`src/rtl/ascii_pkg.sv`:
```
// Shared types and default geometry for the ASCII tile scheduler and sampler.
// Holds the scheduler FSM state encoding and the default tile/glyph sizes.
package ascii_pkg;

    localparam int DEF_TILE_WIDTH   = 8;
    localparam int DEF_TILE_HEIGHT  = 8;
    localparam int DEF_ASCII_LEVELS = 8;

    typedef enum logic [2:0] {
        ST_IDLE,
        ST_FETCH,
        ST_CAPTURE,
        ST_SAMPLE,
        ST_WAIT_SMP,
        ST_EMIT
    } sched_state_t;

endpackage

```
`src/rtl/ascii_tile_scheduler.sv`:
```
// Walks a frame of tiles in raster order: reads each tile's glyph level,
// asks the external sampler for its bitmap, then streams it out row by row.
// Ports:
//   clk, rst            clock, synchronous active-high reset
//   start, busy, done   frame control (done pulses after the last row)
//   tile_rd_*           tile buffer read (data valid one cycle after en)
//   smp_*               sampler request / bitmap response
//   row_*               valid/ready row stream with tile column and pixel row
module ascii_tile_scheduler
    import ascii_pkg::*;
#(
    parameter int TILE_WIDTH   = DEF_TILE_WIDTH,
    parameter int TILE_HEIGHT  = DEF_TILE_HEIGHT,
    parameter int ASCII_LEVELS = DEF_ASCII_LEVELS,
    parameter int TILES_X      = 80,
    parameter int TILES_Y      = 60,
    parameter int LEVEL_W      = $clog2(ASCII_LEVELS),
    parameter int TADDR_W      = $clog2(TILES_X * TILES_Y),
    parameter int TX_W         = $clog2(TILES_X),
    parameter int PY_W         = $clog2(TILES_Y * TILE_HEIGHT)
) (
    input  logic                              clk,
    input  logic                              rst,
    input  logic                              start,
    output logic                              busy,
    output logic                              done,
    output logic                              tile_rd_en,
    output logic [TADDR_W-1:0]                tile_rd_addr,
    input  logic [LEVEL_W-1:0]                tile_rd_level,
    input  logic                              tile_rd_edge,
    output logic                              smp_enable,
    output logic                              smp_edge,
    output logic [ASCII_LEVELS-1:0]           smp_ascii,
    input  logic [TILE_WIDTH*TILE_HEIGHT-1:0] smp_pixels,
    input  logic                              smp_valid,
    output logic                              row_valid,
    input  logic                              row_ready,
    output logic [TILE_WIDTH-1:0]             row_data,
    output logic [TX_W-1:0]                   row_tx,
    output logic [PY_W-1:0]                   row_py,
    output logic                              row_last
);

    localparam int TY_W = (TILES_Y > 1) ? $clog2(TILES_Y) : 1;
    localparam int R_W  = (TILE_HEIGHT > 1) ? $clog2(TILE_HEIGHT) : 1;

    localparam logic [TX_W-1:0] TX_LAST = TX_W'(TILES_X - 1);
    localparam logic [TY_W-1:0] TY_LAST = TY_W'(TILES_Y - 1);
    localparam logic [R_W-1:0]  R_LAST  = R_W'(TILE_HEIGHT - 1);

    sched_state_t                      state;
    logic [TX_W-1:0]                   tx_q;
    logic [TY_W-1:0]                   ty_q;
    logic [R_W-1:0]                    r_q;
    logic [LEVEL_W-1:0]                level_q;
    logic [TILE_WIDTH*TILE_HEIGHT-1:0] tile_q;

    logic last_tile;
    logic last_row;
    logic xfer;

    assign last_tile = (tx_q == TX_LAST) && (ty_q == TY_LAST);
    assign last_row  = (r_q == R_LAST);
    assign xfer      = row_valid && row_ready;

    // Outputs below are pure functions of registered state, so they stay
    // stable while a row is stalled by row_ready.
    assign tile_rd_addr = TADDR_W'(ty_q) * TADDR_W'(TILES_X)
                        + TADDR_W'(tx_q);
    assign smp_ascii    = ASCII_LEVELS'(level_q);
    assign row_data     = tile_q[int'(r_q) * TILE_WIDTH +: TILE_WIDTH];
    assign row_tx       = tx_q;
    assign row_py       = PY_W'(ty_q) * PY_W'(TILE_HEIGHT) + PY_W'(r_q);
    assign row_last     = row_valid && last_tile && last_row;

    always_ff @(posedge clk) begin
        if (rst) begin
            state      <= ST_IDLE;
            tx_q       <= '0;
            ty_q       <= '0;
            r_q        <= '0;
            level_q    <= '0;
            tile_q     <= '0;
            busy       <= 1'b0;
            done       <= 1'b0;
            tile_rd_en <= 1'b0;
            smp_enable <= 1'b0;
            smp_edge   <= 1'b0;
            row_valid  <= 1'b0;
        end else begin
            done       <= 1'b0;
            tile_rd_en <= 1'b0;
            smp_enable <= 1'b0;
            unique case (state)
                ST_IDLE: begin
                    if (start) begin
                        tx_q       <= '0;
                        ty_q       <= '0;
                        r_q        <= '0;
                        busy       <= 1'b1;
                        tile_rd_en <= 1'b1;
                        state      <= ST_FETCH;
                    end
                end
                ST_FETCH: begin
                    state <= ST_CAPTURE;
                end
                ST_CAPTURE: begin
                    level_q    <= tile_rd_level;
                    smp_edge   <= tile_rd_edge;
                    smp_enable <= 1'b1;
                    state      <= ST_SAMPLE;
                end
                ST_SAMPLE: begin
                    state <= ST_WAIT_SMP;
                end
                ST_WAIT_SMP: begin
                    if (smp_valid) begin
                        tile_q    <= smp_pixels;
                        row_valid <= 1'b1;
                        state     <= ST_EMIT;
                    end
                end
                ST_EMIT: begin
                    if (xfer) begin
                        if (!last_row) begin
                            r_q <= r_q + R_W'(1);
                        end else begin
                            r_q       <= '0;
                            row_valid <= 1'b0;
                            if (last_tile) begin
                                // Park counters at zero so idle outputs
                                // read as tile 0, row 0.
                                tx_q  <= '0;
                                ty_q  <= '0;
                                busy  <= 1'b0;
                                done  <= 1'b1;
                                state <= ST_IDLE;
                            end else begin
                                if (tx_q == TX_LAST) begin
                                    tx_q <= '0;
                                    ty_q <= ty_q + TY_W'(1);
                                end else begin
                                    tx_q <= tx_q + TX_W'(1);
                                end
                                tile_rd_en <= 1'b1;
                                state      <= ST_FETCH;
                            end
                        end
                    end
                end
                default: begin
                    state <= ST_IDLE;
                end
            endcase
        end
    end

endmodule

```
`config.mk`:
```
export PLATFORM = sky130hd
export DESIGN_NAME = ascii_tile_scheduler
export DESIGN_NICKNAME = d
export VERILOG_FILES = /design/src/rtl/ascii_pkg.sv /design/src/rtl/ascii_tile_scheduler.sv
export SDC_FILE = /design/constraint.sdc
export NUM_CORES = 1
export LEC_CHECK = 0
export BUFFER_PORTS_ARGS = -buffer_cell sky130_fd_sc_hd__buf_2
export CORE_UTILIZATION = 47
export DETAILED_ROUTE_END_ITERATION = 10
export GPL_ROUTABILITY_DRIVEN = 0
export PLACE_DENSITY = 0.73
export SLEW_MARGIN = 20
export SYNTH_ARGS = -nofsm -noshare
export SYNTH_HDL_FRONTEND = slang
export SYNTH_SLANG_ARGS = --single-unit
```
`constraint.sdc`:
```
create_clock -name clk -period 2.9 [get_ports clk]
set_clock_uncertainty 0.2 [all_clocks]
set_input_delay 0.58 -clock clk [delete_from_list [all_inputs] [get_ports clk]]
set_output_delay 0.58 -clock clk [all_outputs]
set_load 0.005 [all_outputs]
```
==> results.py, run 1 <==
metrics = {
    "final_layout": {
        "final_common_cell": "nand2_1",
        "final_cells": 771,
        "final_cell_mix": "139 x nand2_1, 119 x buf_2, 86 x dfxtp_1",
        "antennaDiodeCount": 0,
        "nets": 728,
        "synthToLayoutAreaGrowth_pct": 24.92,
        "drive_gt1_frac": 0.3442,
    },
    "logic_synthesis": {
        "synth_cell_type_count": 55,
        "synthCells": 525,
        "synth-edff-count": 0,
        "synth-main-ff-cell": "dfxtp_1",
        "avgSynthCellArea_um2": 8.589,
        "netlist_area_um2": 4509,
        "synth-async-reset-ratio": 0,
        "yosysSeqAreaShare": 0.4084,
        "ys_warn_count": 0,
        "yosys_register_bits": 92,
    },
    "die": {
        "die_h_um": 99.95,
        "die_area_um2": 9990,
        "start_util": 0.4857,
        "row_count": 35,
        "io_pins": 125,
        "die_x_um": 99.95,
        "coreArea_um2": 9284,
    },
    "place": {
        "dp.cells": 749,
        "dpl_worst_slack_ps": -12.58,
        "numPortBuffers": 119,
        "dpl.hpwl_um": 7689,
    },
    "clocking": {
        "ctsHoldBuffers": 0,
        "htreeDepth": 3,
        "clock_sinks": 92,
        "cts_tree": "built",
        "root_buffer": "clkbuf_8",
        "clk_pin_slew_ps": 100,
        "clk_path_buf_depth": 2,
        "cts_made_buffers": 9,
        "clk_latency_ps": 350,
    },
    "global_routing": {
        "grt_usage": 0.2204,
        "grt_pass1_vias": 3701,
        "gr-total-overflow": 0,
        "grt_max_degree": 65,
        "grt_pass1_wl_um": 17430,
        "antenna_found_initial": 0,
    },
    "sta": {
        "min_period_over_period": 1.060,
        "slew_violations": 0,
        "relSlewSlack": 0.5474,
        "finalCriticalPeriod_ps": 3073,
        "fmax_mhz": 325.4,
        "hold_viol_final": 0,
        "setup_ws_ps": -173.1,
        "rsz0062_at_grt": "true",
        "setup_viol": 4,
        "tightest_slew_ps": 673.7,
    },
    "worst_setup_path": {
        "worstReg2RegEnd": "row_tx[6]",
        "critPathLaunch": "ty_q[3]",
        "path_cells": "ha_4, ha_4, fa_2, a21o_1, a21oi_2, xor2_2, o31ai_1, buf_2",
        "slowest_delay_ps": 370,
        "r2r_setup_slack_ps": 550,
        "critPathSlowestCell": "dfxtp_4",
        "end_kind": "output pin",
        "cpMostUsedCell": "ha_4",
        "cp_data_arrival_time_ps": 2290,
        "worstPathRequired_ps": 2120,
        "crit_fanout": 3,
        "crit_family": "adder cells",
        "reg2reg_depth": 7,
        "worstReg2RegStart": "r_q[0]",
        "path_class": "flop to output pin",
        "start_kind": "flop",
        "critPathBufInv": 1,
    },
    "status": {
        "outcome": "finished with violations",
        "violations": "setup timing",
    },
    "min_path": {
        "min_to": "tile_q[54]",
        "hold_path.class": "input port to flop",
        "hold_path.startpoint": "smp_pixels[54]",
        "whs_path_depth": 3,
    },
    "flow_run": {
        "drv_cap": 0,
    },
    "drt": {
        "wl_per_cell_um": 14.23,
        "vias": 4036,
        "drtAntennaViolNets": 0,
        "drc": 0,
        "first_pass_iters": 4,
        "vias_per_cell": 5.235,
        "drtIter0Drc": 145,
        "routed_wl_um": 10970,
    },
    "power": {
        "power_density_nw_per_um2": 440.0,
        "leakage_nw": 2.232,
        "vdd_drop_max_v": 0.0003440,
    },
}
==> metal layers <==
layer  up-vias  GRT usage  share of wire
li1       2016          -              -
met1      1886     0.2723           0.43
met2       122     0.3836           0.51
met3        12    0.05501          0.053
met4         0    0.05769         0.0088
met5         -          0              0
==> state kept, by name (all words and copies together), names as in the netlist, 3 cells and up <==
name and flops:
tile_q 64, row_tx 7, ty_q 6, level_q 3
r_q 3, state 3
==> area by class of cell <==
class,count,area (um^2)
clock buffers,9,123.9
clock inverters,6,72.57
fillers,824,3651
inverters,10,37.54
multi-input cells,384,2577
flip-flops and latches,92,1854
well taps,129,161.4
repair buffers,141,805.8
==> how the worst max path moves through the flow <==
| stage | to | slack (ps) | cells past startpoint |
|---|---|---|---|
| 2_1_floorplan | tile_rd_addr[11] | 110 | 7 |
| 3_3_place_gp | tile_rd_addr[11] | 80 | 8 |
| 3_5_place_dp | tile_rd_addr[11] | -10 | 8 |
| 4_1_cts | tile_rd_addr[11] | -180 | 8 |
| 5_1_grt | tile_rd_addr[12] | -270 | 8 |
| 6_report | tile_rd_addr[12] | -170 | 8 |
==> power by group <==
| part | internal, W | switching [W] |
|---|---|---|
| Sequential | 0.00130 | 0.0000412 |
| Combinational | 0.000127 | 0.000149 |
| Clock | 0.000403 | 0.000458 |
| Total | 0.00183 | 0.000649 |
==> worst min-delay path: cells and delay by family <==
family                 cells  cell delay [ps]
AOI/OAI and AO/OA          1               50
and+or+nand+nor            1               40
buffers and inverters      1               90
==> synthesized netlist by cell type (all sizes together) (8+ instances only) <==
cell,number,area [um^2]
o21ai,12,60.06
nand2,140,525.5
inv,10,37.53
mux2i,8,80.08
nor2,16,60.06
mux2,8,90.09
clkbuf,14,52.55
dfxtp,92,1842
buf,29,172.7
a21oi,79,399.1
mux4,16,360.4
nand3,14,70.07
ha,15,187.7
==> through the flow <==
| stage | cell area [um^2] | utilization | TNS (ps) | hold WS, ps | total power (W) |
|---|---|---|---|---|---|
| detailed placement | 5213 | 0.5615 | -12.58 | 245.1 | 0.001650 |
| global route | 5633 | 0.6067 | -851.8 | 232.5 | 0.002584 |
| floorplan | 4524 | - | 0 | 233.1 | 0.001554 |
| CTS | 5537 | 0.5964 | -379.1 | 230.1 | 0.002499 |
| finish | 5633 | 0.6067 | -432.1 | 243.7 | 0.002478 |
| global placement | 5213 | 0.5615 | 0 | 239.7 | 0.001641 |
==> what timing repair did <==
item	4_1_cts	5_1_grt
endpoints found under the setup margin	4	12
pin swaps	7	8
gates resized for setup	21	17
setup buffers	2	5
==> kinds of logic (layout without fill, tap and decap cells) <==
group                      Yosys count  count (layout)  synth area share
xor gates and xnor gates            10              10           0.01942
DFF                                 92              92            0.4084
buffers and inverters               53             166           0.05827
AOI/OAI and AO/OA                  111             111            0.1382
adders and majority gates           17              17           0.05050
muxes                               32              32            0.1176
other                                1               5         0.0008316
and+or+nand+nor                    209             209            0.2067
(Power assumes the default switching activity.)
==> inputs of run 2 (changes only) <==
Settings changed: SKIP_LAST_GASP from default to 1.
==> results.py, run 2 (synthesis results as in run 1) <==
metrics = {
    "final_layout": {
        "synthToLayoutAreaGrowth_pct": 24.81,
        "finalInstanceArea_um2": 5628,
        "multi_input_area_um2": 2572,
        "regArea_um2": 1854,
        "antennaDiodeCount": 0,
        "utilization": 0.6062,
        "final_cells": 771,
        "drive_gt1_frac": 0.3427,
        "regMostFlops": "tile_q",
        "nets": 728,
        "num-fill-cells": 825,
        "largest_reg_flops": 64,
        "final_common_cell": "nand2_1",
        "final_cell_mix": "139 x nand2_1, 119 x buf_2, 86 x dfxtp_1",
    },
    "status": {
        "outcome": "finished with violations",
        "violations": "setup timing",
    },
    "clocking": {
        "clk_pin_slew_ps": 100,
        "root_buffer": "clkbuf_8",
        "clock_sinks": 92,
        "cts_made_buffers": 9,
        "htreeDepth": 3,
        "clk_latency_ps": 350,
        "clk_path_buf_depth": 2,
        "cts_tree": "built",
    },
    "worst_setup_path": {
        "worstPathRequired_ps": 2120,
        "end_kind": "output pin",
        "cp_data_arrival_time_ps": 2290,
        "crit_fanout": 3,
        "start_kind": "flop",
        "path_class": "flop to output pin",
    },
    "die": {
        "die_area_um2": 9990,
        "start_util": 0.4857,
        "die_x_um": 99.95,
        "io_pins": 125,
        "row_count": 35,
        "die_h_um": 99.95,
        "coreArea_um2": 9284,
    },
    "power": {
        "p_int_w": 0.001830,
        "comb_power_share": 0.112,
        "totalPowerFinal_w": 0.002478,
        "switching_power_w": 0.0006483,
        "power_density_nw_per_um2": 440.3,
        "leakage_nw": 2.232,
        "vdd_drop_max_v": 0.0003446,
        "power_frac_seq": 0.541,
        "sw_frac_of_total": 0.2616,
        "pwr-share-clk": 0.347,
    },
    "sta": {
        "slew_violations": 0,
        "tightest_slew_ps": 662.5,
        "setup_ws_ps": -172.6,
        "min_period_over_period": 1.060,
        "rsz0062_at_grt": "true",
        "fmax_mhz": 325.5,
        "finalCriticalPeriod_ps": 3073,
        "setup_viol": 4,
        "tns_ps": -465.4,
        "hold_viol_final": 0,
        "relSlewSlack": 0.5550,
    },
    "place": {
        "placed_area_um2": 5213,
        "dpl.hpwl_um": 7689,
        "numPortBuffers": 119,
        "dp.cells": 749,
    },
    "global_routing": {
        "grt_usage": 0.2204,
        "grt_max_degree": 65,
        "antenna_found_initial": 0,
        "grt_pass1_vias": 3701,
        "gr-total-overflow": 0,
        "grt_pass1_wl_um": 17430,
    },
    "drt": {
        "vias_per_cell": 5.230,
        "drc": 0,
        "wl_per_cell_um": 14.25,
        "routed_wl_um": 10990,
        "first_pass_iters": 4,
        "vias": 4032,
        "drtAntennaViolNets": 0,
        "drtIter0Drc": 148,
    },
    "min_path": {
        "hold_path.class": "input port to flop",
    },
    "flow_run": {
        "drv_cap": 0,
    },
}
==> run 2: cell types whose count changed in the layout (fill, tap and decap cells not counted) <==
cell,change
nand3_2,-1
nand3_1,+1
==> run 2: layer usage <==
layer	share of wire	vias up	track usage
met5	0	-	0
met4	0.0088	0	0.05769
met3	0.051	12	0.05501
met2	0.51	118	0.3836
met1	0.43	1888	0.2723
li1	-	2014	-
==> run 2: path summary, 6_finish.rpt <==
| path | startpoint | endpoint | slack (ps) | cells past startpoint |
|---|---|---|---|---|
| setup / recovery | ty_q[3] | tile_rd_addr[12] | -170 | 8 |
| hold / removal | smp_pixels[54] | tile_q[54] | 240 | 3 |
| hold reg to reg | tile_q[25] | tile_q[25] | 260 | 2 |
| setup reg to reg | r_q[0] | row_tx[6] | 550 | 7 |
==> run 2: area by class of cell <==
type / instances / area share
clock inverters: 6 / 0.01289
flip-flops and latches: 92 / 0.3295
clock buffers: 9 / 0.02201
well taps: 129 / 0.02868
inverters: 10 / 0.006670
repair buffers: 141 / 0.1432
multi-input cells: 384 / 0.4571
==> run 2: worst max-delay path, stage by stage, from the launching register on <==
cell and delay, ps:
dfxtp_4 370, ha_4 220, ha_4 160, fa_2 370, a21o_1 190, a21oi_2 190
xor2_2 100, o31ai_1 200, buf_2 150
==> run 2: through the flow <==
| stage | hold slack, ps | setup WS, ps |
|---|---|---|
| floorplan | 233.1 | 113.8 |
| global route | 232.5 | -272.8 |
| finish | 244.7 | -172.6 |
| CTS | 230.1 | -176.7 |
| detailed placement | 245.1 | -12.58 |
| global placement | 239.7 | 75.87 |
==> run 2: power by group through the flow <==
stage / logic [W] / clock network, W / registers (W)
final: 0.000277 / 0.000860 / 0.00134
after global routing: 0.000309 / 0.000928 / 0.00135
after CTS: 0.000279 / 0.000880 / 0.00134
after detailed placement: 0.000278 / 0 / 0.00137
after global placement: 0.000271 / 0 / 0.00137
after floorplan: 0.000203 / 0 / 0.00135
==> run 2: what timing repair did <==
action	4_1_cts	5_1_grt
pin swaps	7	8
buffers inserted	2	5
resized for setup	21	16
hold buffers	0	0
endpoints found under the setup margin	4	12
